## src/rtl/jtcop_hostarb_if.sv

```systemverilog
// Host-side bus of the layer-chip arbiter: one instance per host (CPU, MCU).
// The host drives the request fields; the arbiter returns ack and read data.
interface jtcop_hostarb_if #(
    parameter int SW = 2,
    parameter int AW = 12,
    parameter int DW = 16
);
    logic          req;
    logic [SW-1:0] sel;
    logic [AW-1:0] addr;
    logic [DW-1:0] dout;
    logic [1:0]    dsn;
    logic          rnw;
    logic          ack;
    logic [DW-1:0] din;

    modport master (output req, sel, addr, dout, dsn, rnw, input  ack, din);
    modport slave  (input  req, sel, addr, dout, dsn, rnw, output ack, din);
endinterface

```

## src/rtl/jtcop_hostarb.sv

```systemverilog
// Round-robin arbiter sharing NLAYER layer chips between a CPU and an MCU host.
// Each access holds the layer port ACC_CYC cycles, then pulses the host's ack.
module jtcop_hostarb #(
    parameter int NLAYER  = 3,
    parameter int AW      = 12,
    parameter int DW      = 16,
    parameter int ACC_CYC = 2,
    localparam int SW     = (NLAYER > 1) ? $clog2(NLAYER) : 1
) (
    input  logic               clk,
    input  logic               rst,
    jtcop_hostarb_if.slave     cpu,
    jtcop_hostarb_if.slave     mcu,
    output logic [NLAYER-1:0]  lyr_cs,
    output logic [AW-1:0]      lyr_addr,
    output logic [DW-1:0]      lyr_din,
    output logic [1:0]         lyr_dsn,
    output logic               lyr_rnw,
    input  logic [NLAYER*DW-1:0] lyr_dout,
    input  logic [7:0]         st_addr,
    input  logic [NLAYER*8-1:0] st_in,
    output logic [7:0]         st_dout
);
    typedef enum logic [1:0] {IDLE, ACCESS, ACK} state_t;

    localparam logic [3:0] CNT_INIT = 4'(ACC_CYC - 1);

    state_t        state;
    logic [3:0]    cnt;
    logic          prio_mcu;   // MCU wins a tie when the CPU was served last
    logic          g_mcu;
    logic [SW-1:0] g_sel;

    logic               cpu_go, mcu_go;
    logic [SW-1:0]      h_sel;
    logic [AW-1:0]      h_addr;
    logic [DW-1:0]      h_dout;
    logic [1:0]         h_dsn;
    logic               h_rnw;
    logic [NLAYER-1:0]  h_cs;
    logic [DW-1:0]      rd_data;
    logic [7:0]         st_next;
    logic [4:0]         st_idx;

    wire unused_st_bits = &{1'b0, st_addr[2:0]};

    assign st_idx = st_addr[7:3];

    // NOTE: every variable assigned in always_comb gets a default first, so no path leaves it holding its old value (no latch).
    always_comb begin
        cpu_go = cpu.req && (!mcu.req || !prio_mcu);
        mcu_go = mcu.req && !cpu_go;
        h_sel  = mcu_go ? mcu.sel  : cpu.sel;
        h_addr = mcu_go ? mcu.addr : cpu.addr;
        h_dout = mcu_go ? mcu.dout : cpu.dout;
        h_dsn  = mcu_go ? mcu.dsn  : cpu.dsn;
        h_rnw  = mcu_go ? mcu.rnw  : cpu.rnw;

        h_cs    = '0;
        rd_data = '1;
        st_next = 8'hFF;
        // Out-of-range selects match no k: no chip select, all-ones data.
        for (int k = 0; k < NLAYER; k++) begin
            h_cs[k] = (32'(h_sel) == k);
            if (32'(g_sel) == k)  rd_data = lyr_dout[k*DW +: DW];
            if (32'(st_idx) == k) st_next = st_in[k*8 +: 8];
        end
    end

    // NOTE: all state here uses non-blocking assignments so every register samples pre-edge values, matching the hardware.
    always_ff @(posedge clk) begin
        if (rst) begin
            state    <= IDLE;
            cnt      <= '0;
            prio_mcu <= 1'b0;
            g_mcu    <= 1'b0;
            g_sel    <= '0;
            lyr_cs   <= '0;
            lyr_addr <= '0;
            lyr_din  <= '0;
            lyr_dsn  <= 2'b11;
            lyr_rnw  <= 1'b1;
            cpu.ack  <= 1'b0;
            mcu.ack  <= 1'b0;
            cpu.din  <= '0;
            mcu.din  <= '0;
            st_dout  <= '0;
        end else begin
            st_dout <= st_next;
            case (state)
                IDLE: begin
                    if (cpu_go || mcu_go) begin
                        state    <= ACCESS;
                        cnt      <= CNT_INIT;
                        g_mcu    <= mcu_go;
                        prio_mcu <= cpu_go;
                        g_sel    <= h_sel;
                        lyr_cs   <= h_cs;
                        lyr_addr <= h_addr;
                        lyr_din  <= h_dout;
                        lyr_dsn  <= h_dsn;
                        lyr_rnw  <= h_rnw;
                    end
                end
                ACCESS: begin
                    if (cnt == 4'd0) begin
                        state   <= ACK;
                        lyr_cs  <= '0;
                        lyr_dsn <= 2'b11;
                        lyr_rnw <= 1'b1;
                        if (g_mcu) begin
                            mcu.ack <= 1'b1;
                            if (lyr_rnw) mcu.din <= rd_data;
                        end else begin
                            cpu.ack <= 1'b1;
                            if (lyr_rnw) cpu.din <= rd_data;
                        end
                    end else begin
                        cnt <= cnt - 4'd1;
                    end
                end
                ACK: begin
                    state   <= IDLE;
                    cpu.ack <= 1'b0;
                    mcu.ack <= 1'b0;
                end
                default: state <= IDLE;
            endcase
        end
    end
endmodule

```

## src/flat_wrapper.sv

```systemverilog
// flat-port wrapper written by rule: the top's interface ports become plain ports
module jtcop_hostarb_flat 
#(
    parameter int NLAYER  = 3,
    parameter int AW      = 12,
    parameter int DW      = 16,
    parameter int ACC_CYC = 2,
    localparam int SW     = (NLAYER > 1) ? $clog2(NLAYER) : 1
)
  (clk, rst, lyr_cs, lyr_addr, lyr_din, lyr_dsn, lyr_rnw, lyr_dout, st_addr, st_in, st_dout, cpu_req, cpu_sel, cpu_addr, cpu_dout, cpu_dsn, cpu_rnw, cpu_ack, cpu_din, mcu_req, mcu_sel, mcu_addr, mcu_dout, mcu_dsn, mcu_rnw, mcu_ack, mcu_din);
  jtcop_hostarb_if #(.SW((2)), .AW(AW), .DW(DW)) cpu_i ();
  jtcop_hostarb_if #(.SW((2)), .AW(AW), .DW(DW)) mcu_i ();
  input  logic clk;
  input  logic rst;
  output logic [NLAYER-1:0] lyr_cs;
  output logic [AW-1:0] lyr_addr;
  output logic [DW-1:0] lyr_din;
  output logic [1:0] lyr_dsn;
  output logic lyr_rnw;
  input  logic [NLAYER*DW-1:0] lyr_dout;
  input  logic [7:0] st_addr;
  input  logic [NLAYER*8-1:0] st_in;
  output logic [7:0] st_dout;
  input wire logic [$bits(cpu_i.req)-1:0] cpu_req;
  input wire logic [$bits(cpu_i.sel)-1:0] cpu_sel;
  input wire logic [$bits(cpu_i.addr)-1:0] cpu_addr;
  input wire logic [$bits(cpu_i.dout)-1:0] cpu_dout;
  input wire logic [$bits(cpu_i.dsn)-1:0] cpu_dsn;
  input wire logic [$bits(cpu_i.rnw)-1:0] cpu_rnw;
  output wire logic [$bits(cpu_i.ack)-1:0] cpu_ack;
  output wire logic [$bits(cpu_i.din)-1:0] cpu_din;
  input wire logic [$bits(mcu_i.req)-1:0] mcu_req;
  input wire logic [$bits(mcu_i.sel)-1:0] mcu_sel;
  input wire logic [$bits(mcu_i.addr)-1:0] mcu_addr;
  input wire logic [$bits(mcu_i.dout)-1:0] mcu_dout;
  input wire logic [$bits(mcu_i.dsn)-1:0] mcu_dsn;
  input wire logic [$bits(mcu_i.rnw)-1:0] mcu_rnw;
  output wire logic [$bits(mcu_i.ack)-1:0] mcu_ack;
  output wire logic [$bits(mcu_i.din)-1:0] mcu_din;
  assign cpu_i.req = cpu_req;
  assign cpu_i.sel = cpu_sel;
  assign cpu_i.addr = cpu_addr;
  assign cpu_i.dout = cpu_dout;
  assign cpu_i.dsn = cpu_dsn;
  assign cpu_i.rnw = cpu_rnw;
  assign cpu_ack = cpu_i.ack;
  assign cpu_din = cpu_i.din;
  assign mcu_i.req = mcu_req;
  assign mcu_i.sel = mcu_sel;
  assign mcu_i.addr = mcu_addr;
  assign mcu_i.dout = mcu_dout;
  assign mcu_i.dsn = mcu_dsn;
  assign mcu_i.rnw = mcu_rnw;
  assign mcu_ack = mcu_i.ack;
  assign mcu_din = mcu_i.din;
  jtcop_hostarb #(.NLAYER(NLAYER), .AW(AW), .DW(DW), .ACC_CYC(ACC_CYC)) u_core (.clk(clk), .rst(rst), .cpu(cpu_i), .mcu(mcu_i), .lyr_cs(lyr_cs), .lyr_addr(lyr_addr), .lyr_din(lyr_din), .lyr_dsn(lyr_dsn), .lyr_rnw(lyr_rnw), .lyr_dout(lyr_dout), .st_addr(st_addr), .st_in(st_in), .st_dout(st_dout));
endmodule
```

## config.mk

```make
export PLATFORM = sky130hd
export DESIGN_NAME = jtcop_hostarb_flat
export DESIGN_NICKNAME = d
export VERILOG_FILES = /design/src/rtl/jtcop_hostarb_if.sv /design/src/rtl/jtcop_hostarb.sv /design/src/flat_wrapper.sv
export SDC_FILE = /design/constraint.sdc
export NUM_CORES = 1
export LEC_CHECK = 0
export ABC_AREA = 1
export CAP_MARGIN = 25
export CORE_MARGIN = 1.5
export CORE_UTILIZATION = 39
export DETAILED_ROUTE_END_ITERATION = 12
export PLACE_DENSITY_LB_ADDON = 0.1
export SLEW_MARGIN = 30
export SYNTH_ARGS = -nofsm -noshare
export SYNTH_HDL_FRONTEND = slang
export SYNTH_SLANG_ARGS = --single-unit
```

## constraint.sdc

```tcl
create_clock -name clk -period 1.85 [get_ports clk]
set_input_delay 0.37 -clock clk [delete_from_list [all_inputs] [get_ports clk]]
set_output_delay 0.37 -clock clk [all_outputs]
set_load 0.01 [all_outputs]
```

==> results of run 1 <==
path summary, 6_finish.rpt:
check / start / end / cells after the start
setup / recovery: u_core.lyr_rnw$_SDFFE_PP1P_ / lyr_rnw / 1
hold / removal: u_core.mcu.ack$_SDFFE_PP0P_ / u_core.mcu.ack$_SDFFE_PP0P_ / 2
setup reg to reg: u_core.g_sel[0]$_SDFFE_PP0P_ / u_core.cpu.din[1]$_SDFFE_PP0P_ / 7
hold reg to reg: u_core.mcu.ack$_SDFFE_PP0P_ / u_core.mcu.ack$_SDFFE_PP0P_ / 2
power by group:
part | internal, mW | switching, mW
logic | 0.972 | 0.894
clock network | 0.795 | 0.650
registers | 2.08 | 0.143
cell families (layout without fill, tap and decap cells):
| kind of cell | Yosys count | in the layout | share of synthesized area [%] |
|---|---|---|---|
| compound gates | 97 | 97 | 14.8 |
| fa+ha+maj | 2 | 2 | 0.612 |
| flops | 86 | 86 | 42.1 |
| simple gates | 338 | 338 | 33.5 |
| buf+inv | 80 | 307 | 9.00 |
Yosys cell counts:
cell type and count:
nand2_1 157, nor2_1 136, dfxtp_1 86, inv_1 47, o211ai_1 32, nand3_1 29, o21ai_0 29, a21oi_1 15
buf_2 12, buf_4 10, o22ai_1 8, nand2_2 7, a21o_1 6, o21ai_1 5, clkbuf_1 4, inv_2 4
buf_6 2, ha_1 2, nor2_2 2, a21oi_4 1, buf_1 1, nand2_4 1, nand3_2 1, nand4_1 1
nor2_4 1, nor3_1 1, nor3_4 1, o21ai_2 1, or2_2 1
cell type report:
type / instances / area (um2) / share of cell area, %
Timing Repair Buffer: 240 / 2430 / 36.1
Multi-Input combinational cell: 437 / 2000 / 29.7
Sequential cell: 86 / 1720 / 25.6
Inverter: 51 / 191 / 2.84
Tap cell: 136 / 170 / 2.53
Clock buffer: 12 / 145 / 2.16
Clock inverter: 4 / 70.1 / 1.04
sequential cells by signal, summed over array words and instances, names as in the netlist, 2 cells and up:
register and count:
u_core.lyr_din 16, u_core.cnt 4, u_core.mcu.din 16, u_core.lyr_dsn 2, u_core.st_dout 8, u_core.state 2, u_core.lyr_cs 3, u_core.cpu.din 16
u_core.g_sel 2, u_core.lyr_addr 12
metal layers:
layer,vias up,routed length [um],GRT usage (%)
li1,2360,-,-
met1,2024,5050,25.1
met2,145,6180,40.4
met3,22,969,5.81
met4,0,282,8.81
met5,-,0,0
worst reg2reg max path, cell delays in order (launching register included):
cell     delay [ns]
dfxtp_1        0.56
inv_2          0.19
nand2_2        0.18
inv_1          0.15
nand2_1        0.08
nand3_1        0.08
o21ai_0        0.20
nor2_1         0.06
==> flow_summary.json, run 1 <==
{
  "status": "completed",
  "port_buffers": 222,
  "path_cells": "clkdlybuf4s50_1",
  "critPathLaunchType": "flop",
  "max_cap_violations": 0,
  "dr.pass1.iters": 4,
  "yosysWarnings": 0,
  "dp_hpwl_um": 9500,
  "slew_violations": 0,
  "place.gp.congestion": 0.843,
  "hold_violations": 0,
  "final_area_um2": 6730,
  "crit_fanout": 5,
  "post-cts-setup-buffers": 0,
  "leakage_nw": 2.95,
  "setup_viol": 0,
  "vias": 4551,
  "cts_hold_buffers": 0,
  "cts_resized": 0,
  "die_w_um": 105,
  "fin_cells": 966,
  "synth.distinct_cells": 29,
  "io_pins": 226,
  "ys_seq_area_share_pct": 42.1,
  "layout_common_cells": "222 x clkdlybuf4s50_1, 157 x nand2_1, 136 x nor2_1",
  "dpl-instance-area_um2": 6510,
  "n_antenna_cell": 0,
  "gr-total-overflow": 0,
  "power_density_nw_per_um2": 822,
  "tightest_slew_ns": 0.433,
  "grt_pass1_wl_um": 20300,
  "antenna_left": 0,
  "post-route-util_pct": 65.8,
  "syn-cell-area_um2": 4090,
  "routed_via_density": 4.71,
  "layout-drive-gt1-share_pct": 6.39,
  "worst_skew_pair.late_latency_ns": 0.35,
  "grt_usage_pct": 22.4,
  "rows": 37,
  "die_y_um": 105,
  "cts_buffers": 9,
  "critPathMaxStageDelay_ns": 0.60,
  "drt-wirelength-per-cell_um": 12.9,
  "period_share_pct": 93.7,
  "cts_tree": "done",
  "endpoint_kind": "primary output",
  "fin_ws_ns": 0.117,
  "h-tree-depth": 3,
  "required_ns": 1.48,
  "slew_headroom_pct": 71.1,
  "ys_ff_latch": 86,
  "cts.sinks": 86,
  "path_buf_inv": 1,
  "slowest_stage": "clkdlybuf4s50_1",
  "fmax_mhz": 577,
  "crit_family": "buffers and inverters",
  "cts_max_path_buffers": 2,
  "syn_nets": 755,
  "fill_cells": 913,
  "antenna_found_initial": 0,
  "drtIter0Drc": 221,
  "synthTopCellsByArea": "dfxtp_1 42%, nand2_1 14%, nor2_1 12%",
  "core_um2": 10200,
  "critPathKind": "flop to primary output",
  "setup-tns-final_ns": 0,
  "skew_ns": 0.00771,
  "die-area_um2": 11100,
  "rsz0062_at_grt": "false",
  "layout.nets": 977,
  "layout_commonest_cell": "clkdlybuf4s50_1",
  "irDropWorstVdd_uv": 401,
  "numPlacedInstances": 950,
  "root_buffer": "clkbuf_8",
  "total_power_mw": 5.53,
  "holdWs_ns": 0.452,
  "cp_data_arrival_time_ns": 1.36,
  "wl_um": 12500,
  "yosys.area.top_type": "dfxtp_1",
  "pre_cts_slack_ns": 0.000305,
  "worst-r2r-setup-slack_ns": 0.25,
  "synth_top_area_share_pct": 42.1,
  "first_global_vias": 4468,
  "clkTransAtPathRegs_ns": 0.08,
  "syn_area_per_cell_um2": 6.78,
  "syn_inst": 603,
  "area_growth_pct": 64.6,
  "drc": 0,
  "start_util_pct": 40.0,
  "finalCriticalPeriod_ns": 1.73,
  "hold_class": "flop to flop",
  "grt_max_degree": 32
}
No activity file was read; power rests on OpenSTA's default activity.
==> run 2, diff against run 1 <==
RECOVER_POWER = 25   (was default)
==> flow_summary.json, run 2 (synthesis results as in run 1) <==
{
  "n_antenna_cell": 0,
  "hold_depth": 2,
  "drtIter0Drc": 204,
  "critPathMaxStageDelay_ns": 0.60,
  "cts_resized": 0,
  "layout_common_cells": "217 x clkdlybuf4s50_1, 160 x nand2_1, 137 x nor2_1",
  "vias": 4570,
  "die-area_um2": 11100,
  "finalCriticalPeriod_ns": 1.73,
  "slew_headroom_pct": 69.6,
  "setup-tns-final_ns": 0,
  "critPathKind": "flop to primary output",
  "crit_family": "buffers and inverters",
  "start_util_pct": 40.0,
  "layout-drive-gt1-share_pct": 5.54,
  "dr.pass1.iters": 4,
  "path_depth": 1,
  "grt_pass1_wl_um": 20300,
  "fin_cells": 966,
  "path_cells": "clkdlybuf4s50_1",
  "area_growth_pct": 64.0,
  "die_y_um": 105,
  "slowest_stage": "clkdlybuf4s50_1",
  "first_global_vias": 4468,
  "rsz0062_at_grt": "false",
  "drt-wirelength-per-cell_um": 12.9,
  "rows": 37,
  "worstHoldStart": "u_core.mcu.ack$_SDFFE_PP0P_",
  "max_cap_violations": 0,
  "slew_violations": 0,
  "critPathLaunchType": "flop",
  "core_um2": 10200,
  "reg2reg_from": "u_core.g_sel[0]$_SDFFE_PP0P_",
  "cts_hold_buffers": 0,
  "power_density_nw_per_um2": 821,
  "grt_max_degree": 32,
  "period_share_pct": 93.7,
  "place.gp.congestion": 0.843,
  "setup_viol": 0,
  "cts_buffers": 9,
  "regArea_um2": 1720,
  "status": "completed",
  "gr-total-overflow": 0,
  "cp_data_arrival_time_ns": 1.36,
  "fill_cells": 919,
  "holdPathEnd": "u_core.mcu.ack$_SDFFE_PP0P_",
  "layout_commonest_cell": "clkdlybuf4s50_1",
  "worst-r2r-setup-slack_ns": 0.28,
  "endpoint_kind": "primary output",
  "leakage_nw": 2.95,
  "worst_skew_pair.late_latency_ns": 0.35,
  "ff2ff_path_depth": 7,
  "post-cts-setup-buffers": 0,
  "skew_ns": 0.00780,
  "hold_class": "flop to flop",
  "die_w_um": 105,
  "routed_via_density": 4.73,
  "antenna_left": 0,
  "dp_hpwl_um": 9500,
  "port_buffers": 222,
  "crit_fanout": 5,
  "grt_usage_pct": 22.4,
  "h-tree-depth": 3,
  "multiInputGateArea_um2": 1980,
  "numPlacedInstances": 950,
  "drc": 0,
  "path_buf_inv": 1,
  "root_buffer": "clkbuf_8",
  "tightest_slew_ns": 0.455,
  "clkTransAtPathRegs_ns": 0.08,
  "wl_um": 12500,
  "hold_violations": 0,
  "irDropWorstVdd_uv": 400,
  "cts.sinks": 86,
  "antenna_found_initial": 0,
  "cts_tree": "done",
  "cts_max_path_buffers": 2,
  "io_pins": 226,
  "layout.nets": 977,
  "fmax_mhz": 577,
  "r2r-end": "u_core.cpu.din[1]$_SDFFE_PP0P_",
  "top_regs": "u_core.cpu.din: 16 flops, u_core.lyr_din: 16 flops, u_core.mcu.din: 16 flops",
  "required_ns": 1.48
}
==> run 2: cell count changes in the layout (fill, tap and decap cells not counted), sizes merged <==
cell,change
clkdlybuf4s50,-5
dlygate4sd3,+5
buf,-1
clkbuf,+1
==> run 2: layout make-up <==
type,instances,share of cell area (%)
inverters,51,2.86
repair buffers,240,36.2
multi-input cells,437,29.5
clock buffers,12,2.16
flip-flops and latches,86,25.7
well taps,136,2.54
clock inverters,4,1.05
==> run 2: per-layer routing <==
layer | part of all wire, % | global-route usage, % | vias to the layer above
met5 | 0 | 0 | -
met2 | 50 | 40.4 | 144
met3 | 7.3 | 5.81 | 22
met4 | 2.3 | 8.81 | 0
met1 | 41 | 25.1 | 2044
li1 | - | - | 2360
==> run 2: stage by stage <==
step	setup WS [ns]	hold slack (ns)	power, mW	instance area [um2]	utilization (%)
floorplan	0.502	0.460	3.17	4090	-
global placement	0.0213	0.435	4.09	6510	63.7
detailed placement	0.000305	0.437	4.14	6510	63.7
CTS	0.0867	0.451	5.59	6730	65.8
global route	0.0253	0.469	5.85	6700	65.5
finish	0.117	0.453	5.51	6700	65.5
==> run 2: worst max-delay path by stage <==
| stage | startpoint | to |
|---|---|---|
| 2_1_floorplan | u_core.cnt[0]$_SDFFE_PP0P_ | u_core.mcu.din[10]$_SDFFE_PP0P_ |
| 3_3_place_gp | mcu_req | u_core.lyr_din[12]$_SDFFE_PP0P_ |
| 3_5_place_dp | mcu_req | u_core.lyr_din[3]$_SDFFE_PP0P_ |
| 4_1_cts | u_core.lyr_rnw$_SDFFE_PP1P_ | lyr_rnw |
| 5_1_grt | mcu_req | u_core.lyr_din[11]$_SDFFE_PP0P_ |
| 6_report | u_core.lyr_rnw$_SDFFE_PP1P_ | lyr_rnw |
==> run 2: where the power goes <==
part | internal (mW) | switching (mW)
Clock | 0.795 | 0.649
Sequential | 2.08 | 0.141
Combinational | 0.960 | 0.880
Total | 3.84 | 1.67
